[config.mk]
export PLATFORM = sky130hd
export DESIGN_NAME = neuron_train_ctrl_flat
export DESIGN_NICKNAME = d
export VERILOG_FILES = /design/src/rtl/neuron_train_ctrl_pkg.sv /design/src/rtl/neuron_train_ctrl_if.sv /design/src/rtl/neuron_train_ctrl_counter.sv /design/src/rtl/neuron_train_ctrl.sv /design/src/flat_wrapper.sv
export SDC_FILE = /design/constraint.sdc
export NUM_CORES = 1
export LEC_CHECK = 0
export CORE_ASPECT_RATIO = 1.1
export CORE_MARGIN = 3
export CORE_UTILIZATION = 30
export DETAILED_ROUTE_END_ITERATION = 12
export SLEW_MARGIN = 0
export SYNTH_ARGS = -nofsm -noshare
export SYNTH_HDL_FRONTEND = slang
export SYNTH_SLANG_ARGS = --single-unit
[constraint.sdc]
create_clock -name clk -period 1.9 [get_ports clk]
set_clock_uncertainty 0.2 [all_clocks]
set_input_delay 0.285 -clock clk [delete_from_list [all_inputs] [get_ports clk]]
set_output_delay 0.285 -clock clk [all_outputs]
set_load 0.1 [all_outputs]
[src/rtl/neuron_train_ctrl_pkg.sv]
// Shared types for the perceptron training controller: FSM state encoding,
// strobe bundle and default sizing.
package neuron_train_ctrl_pkg;

  localparam int DEFAULT_MAX_EPOCHS = 64;
  localparam int DEFAULT_EPOCH_W    = 8;

  typedef enum logic [3:0] {
    S_IDLE      = 4'd0,
    S_LOAD_N    = 4'd1,
    S_INIT      = 4'd2,
    S_REQ       = 4'd3,
    S_EVAL      = 4'd4,
    S_UPDATE    = 4'd5,
    S_NEXT      = 4'd6,
    S_CHECK     = 4'd7,
    S_EPOCH_END = 4'd8,
    S_DONE      = 4'd9
  } state_e;

  // One bit per datapath command; ld_x and ld_w each fan out to three load enables.
  typedef struct packed {
    logic sample_req;
    logic dp_reset;
    logic flag_reset;
    logic counter_reset;
    logic counter_en;
    logic ld_n;
    logic ld_x;
    logic ld_flag;
    logic ld_w;
  } strobe_t;

  function automatic logic is_busy(input state_e s);
    return (s != S_IDLE) && (s != S_DONE);
  endfunction

endpackage

[src/rtl/neuron_train_ctrl_if.sv]
// Sample-source handshake and datapath command/status bundle between the
// training controller (master) and the neuron datapath / sample memory (slave).
interface neuron_train_ctrl_if;

  logic sampleReq;
  logic sampleAck;
  logic yEqualt;
  logic flagEOF;
  logic reset;
  logic flagReset;
  logic counterReset;
  logic counterEn;
  logic ldRegN;
  logic ldRegx1;
  logic ldRegx2;
  logic ldRegT;
  logic ldRegW1;
  logic ldRegW2;
  logic ldRegB;
  logic ldRegFlag;

  modport master (
    input  sampleAck, yEqualt, flagEOF,
    output sampleReq, reset, flagReset, counterReset, counterEn, ldRegN,
           ldRegx1, ldRegx2, ldRegT, ldRegW1, ldRegW2, ldRegB, ldRegFlag
  );

  modport slave (
    output sampleAck, yEqualt, flagEOF,
    input  sampleReq, reset, flagReset, counterReset, counterEn, ldRegN,
           ldRegx1, ldRegx2, ldRegT, ldRegW1, ldRegW2, ldRegB, ldRegFlag
  );

endinterface

[src/rtl/neuron_train_ctrl_counter.sv]
// Saturating up-counter with synchronous clear; clear has priority over increment.
module neuron_train_ctrl_counter #(
  parameter int W = 8
) (
  input  logic         clk,
  input  logic         rst,
  input  logic         i_clr,
  input  logic         i_en,
  output logic [W-1:0] o_count
);

  logic [W-1:0] r_count;

  // NOTE: clocked state is always written with <= so every flop samples pre-edge values.
  always_ff @(posedge clk or posedge rst) begin
    if (rst) begin
      r_count <= '0;
    end else if (i_clr) begin
      r_count <= '0;
    end else if (i_en && (r_count != {W{1'b1}})) begin
      r_count <= r_count + W'(1);
    end
  end

  assign o_count = r_count;

endmodule

[src/rtl/neuron_train_ctrl.sv]
// Perceptron training sequencer: loads N, fetches samples over req/ack, evaluates,
// updates weights on misclassification and repeats epochs until clean or MAX_EPOCHS.
module neuron_train_ctrl
  import neuron_train_ctrl_pkg::*;
#(
  parameter int MAX_EPOCHS = DEFAULT_MAX_EPOCHS,
  parameter int EPOCH_W    = DEFAULT_EPOCH_W
) (
  input  logic               clk,
  input  logic               rst,
  input  logic               start,
  input  logic               abort,
  neuron_train_ctrl_if.master dp,
  output logic               busy,
  output logic               done,
  output logic               converged,
  output logic [EPOCH_W-1:0] epochCount
);

  localparam logic [EPOCH_W-1:0] LAST_EPOCH = EPOCH_W'(MAX_EPOCHS - 1);

  state_e               r_state;
  state_e               w_next;
  strobe_t              w_strb;
  logic                 r_epoch_err;
  logic                 w_err_set;
  logic                 w_err_clr;
  logic                 r_done;
  logic                 r_converged;
  logic                 w_set_done;
  logic                 w_conv_val;
  logic                 w_start_ok;
  logic                 w_epoch_inc;
  logic [EPOCH_W-1:0]   w_epoch_count;

  assign w_start_ok = (r_state == S_IDLE) && start && !abort;

  always_ff @(posedge clk or posedge rst) begin
    if (rst) begin
      r_state <= S_IDLE;
    end else begin
      r_state <= w_next;
    end
  end

  // NOTE: every signal gets a default before the case so no path leaves one unassigned (no latches).
  always_comb begin
    w_next      = r_state;
    w_strb      = '0;
    w_err_set   = 1'b0;
    w_err_clr   = 1'b0;
    w_set_done  = 1'b0;
    w_conv_val  = 1'b0;
    w_epoch_inc = 1'b0;

    case (r_state)
      S_IDLE:   if (start) w_next = S_LOAD_N;
      S_LOAD_N: begin
        w_strb.ld_n = 1'b1;
        w_next      = S_INIT;
      end
      S_INIT: begin
        // The datapath keeps its N register through this clear.
        w_strb.dp_reset      = 1'b1;
        w_strb.flag_reset    = 1'b1;
        w_strb.counter_reset = 1'b1;
        w_err_clr            = 1'b1;
        w_next               = S_CHECK;
      end
      S_REQ: begin
        w_strb.sample_req = 1'b1;
        if (dp.sampleAck) begin
          w_strb.ld_x = 1'b1;
          w_next      = S_EVAL;
        end
      end
      S_EVAL: begin
        w_strb.ld_flag = 1'b1;
        if (dp.yEqualt) begin
          w_next = S_NEXT;
        end else begin
          w_err_set = 1'b1;
          w_next    = S_UPDATE;
        end
      end
      S_UPDATE: begin
        w_strb.ld_w = 1'b1;
        w_next      = S_NEXT;
      end
      S_NEXT: begin
        w_strb.counter_en = 1'b1;
        w_next            = S_CHECK;
      end
      S_CHECK:  w_next = dp.flagEOF ? S_EPOCH_END : S_REQ;
      S_EPOCH_END: begin
        w_epoch_inc = 1'b1;
        if (!r_epoch_err) begin
          w_set_done = 1'b1;
          w_conv_val = 1'b1;
          w_next     = S_DONE;
        end else if (w_epoch_count == LAST_EPOCH) begin
          w_set_done = 1'b1;
          w_next     = S_DONE;
        end else begin
          w_strb.flag_reset    = 1'b1;
          w_strb.counter_reset = 1'b1;
          w_err_clr            = 1'b1;
          w_next               = S_REQ;
        end
      end
      S_DONE:   w_next = S_IDLE;
      default:  w_next = S_IDLE;
    endcase

    // Abort overrides everything: no datapath command and no bookkeeping this cycle.
    if (abort) begin
      w_next      = S_IDLE;
      w_strb      = '0;
      w_err_set   = 1'b0;
      w_err_clr   = 1'b0;
      w_set_done  = 1'b0;
      w_epoch_inc = 1'b0;
    end
  end

  always_ff @(posedge clk or posedge rst) begin
    if (rst) begin
      r_epoch_err <= 1'b0;
    end else if (w_err_clr) begin
      r_epoch_err <= 1'b0;
    end else if (w_err_set) begin
      r_epoch_err <= 1'b1;
    end
  end

  // done/converged stay latched after DONE until the next accepted start.
  always_ff @(posedge clk or posedge rst) begin
    if (rst) begin
      r_done      <= 1'b0;
      r_converged <= 1'b0;
    end else if (w_start_ok) begin
      r_done      <= 1'b0;
      r_converged <= 1'b0;
    end else if (w_set_done) begin
      r_done      <= 1'b1;
      r_converged <= w_conv_val;
    end
  end

  neuron_train_ctrl_counter #(
    .W (EPOCH_W)
  ) u_epoch_cnt (
    .clk     (clk),
    .rst     (rst),
    .i_clr   (w_start_ok),
    .i_en    (w_epoch_inc),
    .o_count (w_epoch_count)
  );

  assign dp.sampleReq    = w_strb.sample_req;
  assign dp.reset        = w_strb.dp_reset;
  assign dp.flagReset    = w_strb.flag_reset;
  assign dp.counterReset = w_strb.counter_reset;
  assign dp.counterEn    = w_strb.counter_en;
  assign dp.ldRegN       = w_strb.ld_n;
  assign dp.ldRegx1      = w_strb.ld_x;
  assign dp.ldRegx2      = w_strb.ld_x;
  assign dp.ldRegT       = w_strb.ld_x;
  assign dp.ldRegW1      = w_strb.ld_w;
  assign dp.ldRegW2      = w_strb.ld_w;
  assign dp.ldRegB       = w_strb.ld_w;
  assign dp.ldRegFlag    = w_strb.ld_flag;

  assign busy       = is_busy(r_state);
  assign done       = r_done;
  assign converged  = r_converged;
  assign epochCount = w_epoch_count;

endmodule
[src/flat_wrapper.sv]
// flat-port wrapper written by rule: the top's interface ports become plain ports
module neuron_train_ctrl_flat import neuron_train_ctrl_pkg::*;
#(
  parameter int MAX_EPOCHS = DEFAULT_MAX_EPOCHS,
  parameter int EPOCH_W    = DEFAULT_EPOCH_W
)
  (clk, rst, start, abort, busy, done, converged, epochCount, dp_sampleAck, dp_yEqualt, dp_flagEOF, dp_sampleReq, dp_reset, dp_flagReset, dp_counterReset, dp_counterEn, dp_ldRegN, dp_ldRegx1, dp_ldRegx2, dp_ldRegT, dp_ldRegW1, dp_ldRegW2, dp_ldRegB, dp_ldRegFlag);
  neuron_train_ctrl_if dp_i ();
  input  logic clk;
  input  logic rst;
  input  logic start;
  input  logic abort;
  output logic busy;
  output logic done;
  output logic converged;
  output logic [EPOCH_W-1:0] epochCount;
  input wire logic [$bits(dp_i.sampleAck)-1:0] dp_sampleAck;
  input wire logic [$bits(dp_i.yEqualt)-1:0] dp_yEqualt;
  input wire logic [$bits(dp_i.flagEOF)-1:0] dp_flagEOF;
  output wire logic [$bits(dp_i.sampleReq)-1:0] dp_sampleReq;
  output wire logic [$bits(dp_i.reset)-1:0] dp_reset;
  output wire logic [$bits(dp_i.flagReset)-1:0] dp_flagReset;
  output wire logic [$bits(dp_i.counterReset)-1:0] dp_counterReset;
  output wire logic [$bits(dp_i.counterEn)-1:0] dp_counterEn;
  output wire logic [$bits(dp_i.ldRegN)-1:0] dp_ldRegN;
  output wire logic [$bits(dp_i.ldRegx1)-1:0] dp_ldRegx1;
  output wire logic [$bits(dp_i.ldRegx2)-1:0] dp_ldRegx2;
  output wire logic [$bits(dp_i.ldRegT)-1:0] dp_ldRegT;
  output wire logic [$bits(dp_i.ldRegW1)-1:0] dp_ldRegW1;
  output wire logic [$bits(dp_i.ldRegW2)-1:0] dp_ldRegW2;
  output wire logic [$bits(dp_i.ldRegB)-1:0] dp_ldRegB;
  output wire logic [$bits(dp_i.ldRegFlag)-1:0] dp_ldRegFlag;
  assign dp_i.sampleAck = dp_sampleAck;
  assign dp_i.yEqualt = dp_yEqualt;
  assign dp_i.flagEOF = dp_flagEOF;
  assign dp_sampleReq = dp_i.sampleReq;
  assign dp_reset = dp_i.reset;
  assign dp_flagReset = dp_i.flagReset;
  assign dp_counterReset = dp_i.counterReset;
  assign dp_counterEn = dp_i.counterEn;
  assign dp_ldRegN = dp_i.ldRegN;
  assign dp_ldRegx1 = dp_i.ldRegx1;
  assign dp_ldRegx2 = dp_i.ldRegx2;
  assign dp_ldRegT = dp_i.ldRegT;
  assign dp_ldRegW1 = dp_i.ldRegW1;
  assign dp_ldRegW2 = dp_i.ldRegW2;
  assign dp_ldRegB = dp_i.ldRegB;
  assign dp_ldRegFlag = dp_i.ldRegFlag;
  neuron_train_ctrl #(.MAX_EPOCHS(MAX_EPOCHS), .EPOCH_W(EPOCH_W)) u_core (.clk(clk), .rst(rst), .start(start), .abort(abort), .dp(dp_i), .busy(busy), .done(done), .converged(converged), .epochCount(epochCount));
endmodule
==> metrics.txt, run 1 <==
status=complete, but fails checks; failing checks=negative setup slack; Setup Viol. Count Final=11; fin area=0.00203 sq mm; relative max-transition margin=0.629; number of cells after detailed placement=196; Die Y=65.5 um; TritonCTS buffer count=3; clk sinks=15; later-pin clock latency in the skew report=roughly 0.27 ns; via count=1065; worst setup margin=-0.126 ns; via/cell ratio=between 4 and 5; Critical Path, Cell by Cell=and4_4 > nand3_2 > nand2_2 > o21bai_4 > buf_12; type of origin of the critical path=flip-flop; Total Nets Final=191; die area=0.00393 sq mm; RD Place Congestion=roughly 0.87; fin util=0.694; setup TNS=-1.02 ns; number of hold-slack violations in the final timing report=0; synthesized instance count=116; Synth top area share=0.389; HP Class=in -> async; Power Density=1040 mW/mm^2; Mapped Nets=124; width of the chip=60.1 um; largest net degree at the start of global routing=16; number of global-route vias before repair=between 900 and 1000; synthesis-stage register bit count=15; family with the most delay on the worst path=flip-flops; fraction of layout cells with a size suffix above 1=0.577; Avg Inst Size Synth=8.32 sq um; top cells by area in the synthesized netlist=sky130_fd_sc_hd__dfrtp_1, sky130_fd_sc_hd__xor2_1, sky130_fd_sc_hd__nor2_1, sky130_fd_sc_hd__a21oi_1, sky130_fd_sc_hd__buf_4; max-slew violation count=0; total placed instance area=0.00179 sq mm; Starting Density=0.329; setup repair after global routing missed its margin=true; First-pass DRT Iterations=4; worst setup slack before clock tree synthesis=-0.241 ns; combined area of the multi-input logic cells=652 sq um; Design Power=2.10 mW; most frequent cells after synthesis=sky130_fd_sc_hd__nor2_1, sky130_fd_sc_hd__dfrtp_1, sky130_fd_sc_hd__nand2_1; leakage dissipation=~0.87 nW; leading cell type by number of instances after synthesis=sky130_fd_sc_hd__nor2_1; Critical Path AT=1.54 ns; standard cell with the maximum stage delay on the critical path=sky130_fd_sc_hd__dfrtp_4; H-tree levels=1; min cycle time layout=a little over 2 ns; data required time of the worst path=1.41 ns; post-synthesis sequential area ratio=0.389; share of synthesized registers carrying an async set or reset=1.00; initial antenna violation count=0; residual antenna-violating net count after detailed routing=0; residual overflow from global routing=0; Post-Route Hold Slack=between 0.15 and 0.2 ns; Antenna Cells=0; f_max=494 MHz; global-route wire length before repair=4440 um; number of buffers and inverters on the critical path=1; largest stage delay on the critical path=0.48 ns; leading area contributor after synthesis=sky130_fd_sc_hd__dfrtp_1; Worst Path Class, Setup=reg -> out; # Max-Cap Violations=0; DRC viols=0; number of hold buffers added after cts=0; gr usage total=0.146; io pins=31; TritonCTS clock tree=done; wire length after detailed routing=~2800 um; number of distinct library cells after synthesis=31; cell area after synthesis=965 sq um; non-filler instance count after layout=215; Fill cells=227; endpoint type of the worst setup path=output pin; share of the clock period used by the worst path after layout=1.07; area growth from synthesis to layout=111%; Post-synth top flop=sky130_fd_sc_hd__dfrtp_1; Ys Warns=0; FF/Latch Area=404 sq um; clock slew at the register clock pins of the worst setup and hold paths=0.08 ns; Placement Rows=20; number of design-rule violations left by the first detailed-router iteration=38; count of flip-flops with a built-in enable after synthesis=0; crit path max fanout=3; worst supply voltage drop on vdd=between 1 and 1.5 mV; placeable core region=0.00293 sq mm; CTS Buffer Depth=2; CTS root buffer=sky130_fd_sc_hd__clkbuf_4; measured slew at the worst slew-check pin=around 0.56 ns; count of buffers inserted at the top-level ports=30; average wire length per cell after detail routing=12.9 um; DPL Wire Length=2030 um
## worst register-to-register path: cells and delay by family, from the launching register on
family | cells | cell delay [ns]
AOI/OAI and AO/OA | 1 | 0.07
and+or+nand+nor | 3 | 0.70
DFF | 1 | 0.40
buffers and inverters | 3 | 0.40
## registers in the layout (all words and copies together), names as in the netlist
name,cells
u_core.converged,1
u_core.done,1
u_core.r_state,4
u_core.r_epoch_err,1
u_core.u_epoch_cnt.o_count,8
## area by class of cell
cell class,count,area share
timing repair buffer,72,0.440
multi-input combinational,87,0.321
sequential,15,0.199
tap,33,0.0203
clock buffer,4,0.0129
inverter,4,0.00739
## metal layers
metal | global-route usage | wire length [um]
met1 | 0.182 | 1150
met2 | 0.262 | 1440
met3 | 0.0196 | 177
met4 | 0.0332 | 7
met5 | 0 | 0
## layout by cell type, fill, tap and decap left out, types with 2 or more instances in the layout
cell type and instances:
sky130_fd_sc_hd__or3_4 2, sky130_fd_sc_hd__dfrtp_2 5, sky130_fd_sc_hd__nor3_4 2, sky130_fd_sc_hd__dfrtp_4 6
sky130_fd_sc_hd__nand2_1 6, sky130_fd_sc_hd__nor2_1 10, sky130_fd_sc_hd__inv_1 3, sky130_fd_sc_hd__a31oi_1 2
sky130_fd_sc_hd__buf_12 25, sky130_fd_sc_hd__nand4_1 4, sky130_fd_sc_hd__nand2_2 2, sky130_fd_sc_hd__dfrtp_1 4
sky130_fd_sc_hd__buf_4 35, sky130_fd_sc_hd__nand3b_1 2, sky130_fd_sc_hd__nand3_1 2, sky130_fd_sc_hd__nor2_4 6
sky130_fd_sc_hd__and3_1 3, sky130_fd_sc_hd__nand2b_4 2, sky130_fd_sc_hd__or3_1 2, sky130_fd_sc_hd__xor2_1 7
sky130_fd_sc_hd__clkbuf_4 3, sky130_fd_sc_hd__o21ai_0 4, sky130_fd_sc_hd__nand3_2 2, sky130_fd_sc_hd__clkdlybuf4s50_1 5
sky130_fd_sc_hd__a21oi_1 9, sky130_fd_sc_hd__nor3_1 3, sky130_fd_sc_hd__buf_6 5, sky130_fd_sc_hd__o21ai_1 2
## power breakdown
part | leakage, nW | switching, mW | internal (mW)
Clock | 0.0150 | 0.0929 | 0.0813
Sequential | 0.186 | 0.0522 | 0.363
Combinational | 0.668 | 0.840 | 0.674
Total | 0.869 | 0.985 | 1.12
## path summary, 6_finish.rpt
check                                                          start                                        end  slack, ns  depth (start not counted)
max                        u_core.u_epoch_cnt.o_count[4]$_DFFE_PP0P_                               dp_flagReset      -0.13                          5
min reg2reg                                  u_core.done$_DFFE_PP0P_                    u_core.done$_DFFE_PP0P_       0.37                          2
min                                                              rst  u_core.u_epoch_cnt.o_count[4]$_DFFE_PP0P_       0.15                          2
max reg2reg                            u_core.r_state[1]$_DFFE_PP0P_  u_core.u_epoch_cnt.o_count[6]$_DFFE_PP0P_       0.06                          7
min in group clk                             u_core.done$_DFFE_PP0P_                    u_core.done$_DFFE_PP0P_       0.37                          2
max in group asynchronous                                        rst  u_core.u_epoch_cnt.o_count[1]$_DFFE_PP0P_       0.94                          2
## cells by family (layout without fill, tap and decap cells)
kind of cell,count (synthesis),count (layout),synth area share
buffers and inverters,14,80,0.0843
adder cells (fa/ha/maj),1,1,0.0130
AND/OR/NAND/NOR,57,57,0.319
XOR/XNOR,7,7,0.0636
flip-flops,15,15,0.389
multiplexers,1,1,0.0104
AO/OA/AOI/OAI,21,21,0.121
## timing repair
item / CTS / global route
pin swaps: 7 / 13
setup buffers: 8 / 7
endpoints found under the hold margin: 0 / 0
gates resized for setup: 19 / 13
gates cloned: 0 / 0
setup endpoints to repair: 14 / 23
Note: power is estimated with default switching activity, not from simulation.
==> run 2, diff against run 1 <==
--- a/config.mk
+++ b/config.mk
@@ -5,10 +5,12 @@
 export SDC_FILE = /design/constraint.sdc
 export NUM_CORES = 1
 export LEC_CHECK = 0
+export CAP_MARGIN = 25
 export CORE_ASPECT_RATIO = 1.1
 export CORE_MARGIN = 3
 export CORE_UTILIZATION = 30
 export DETAILED_ROUTE_END_ITERATION = 12
+export HOLD_SLACK_MARGIN = 0.08
 export SLEW_MARGIN = 0
 export SYNTH_ARGS = -nofsm -noshare
 export SYNTH_HDL_FRONTEND = slang
==> results of run 2 <==
Same layout as run 1: the final DEF is identical, and so are final timing and power.
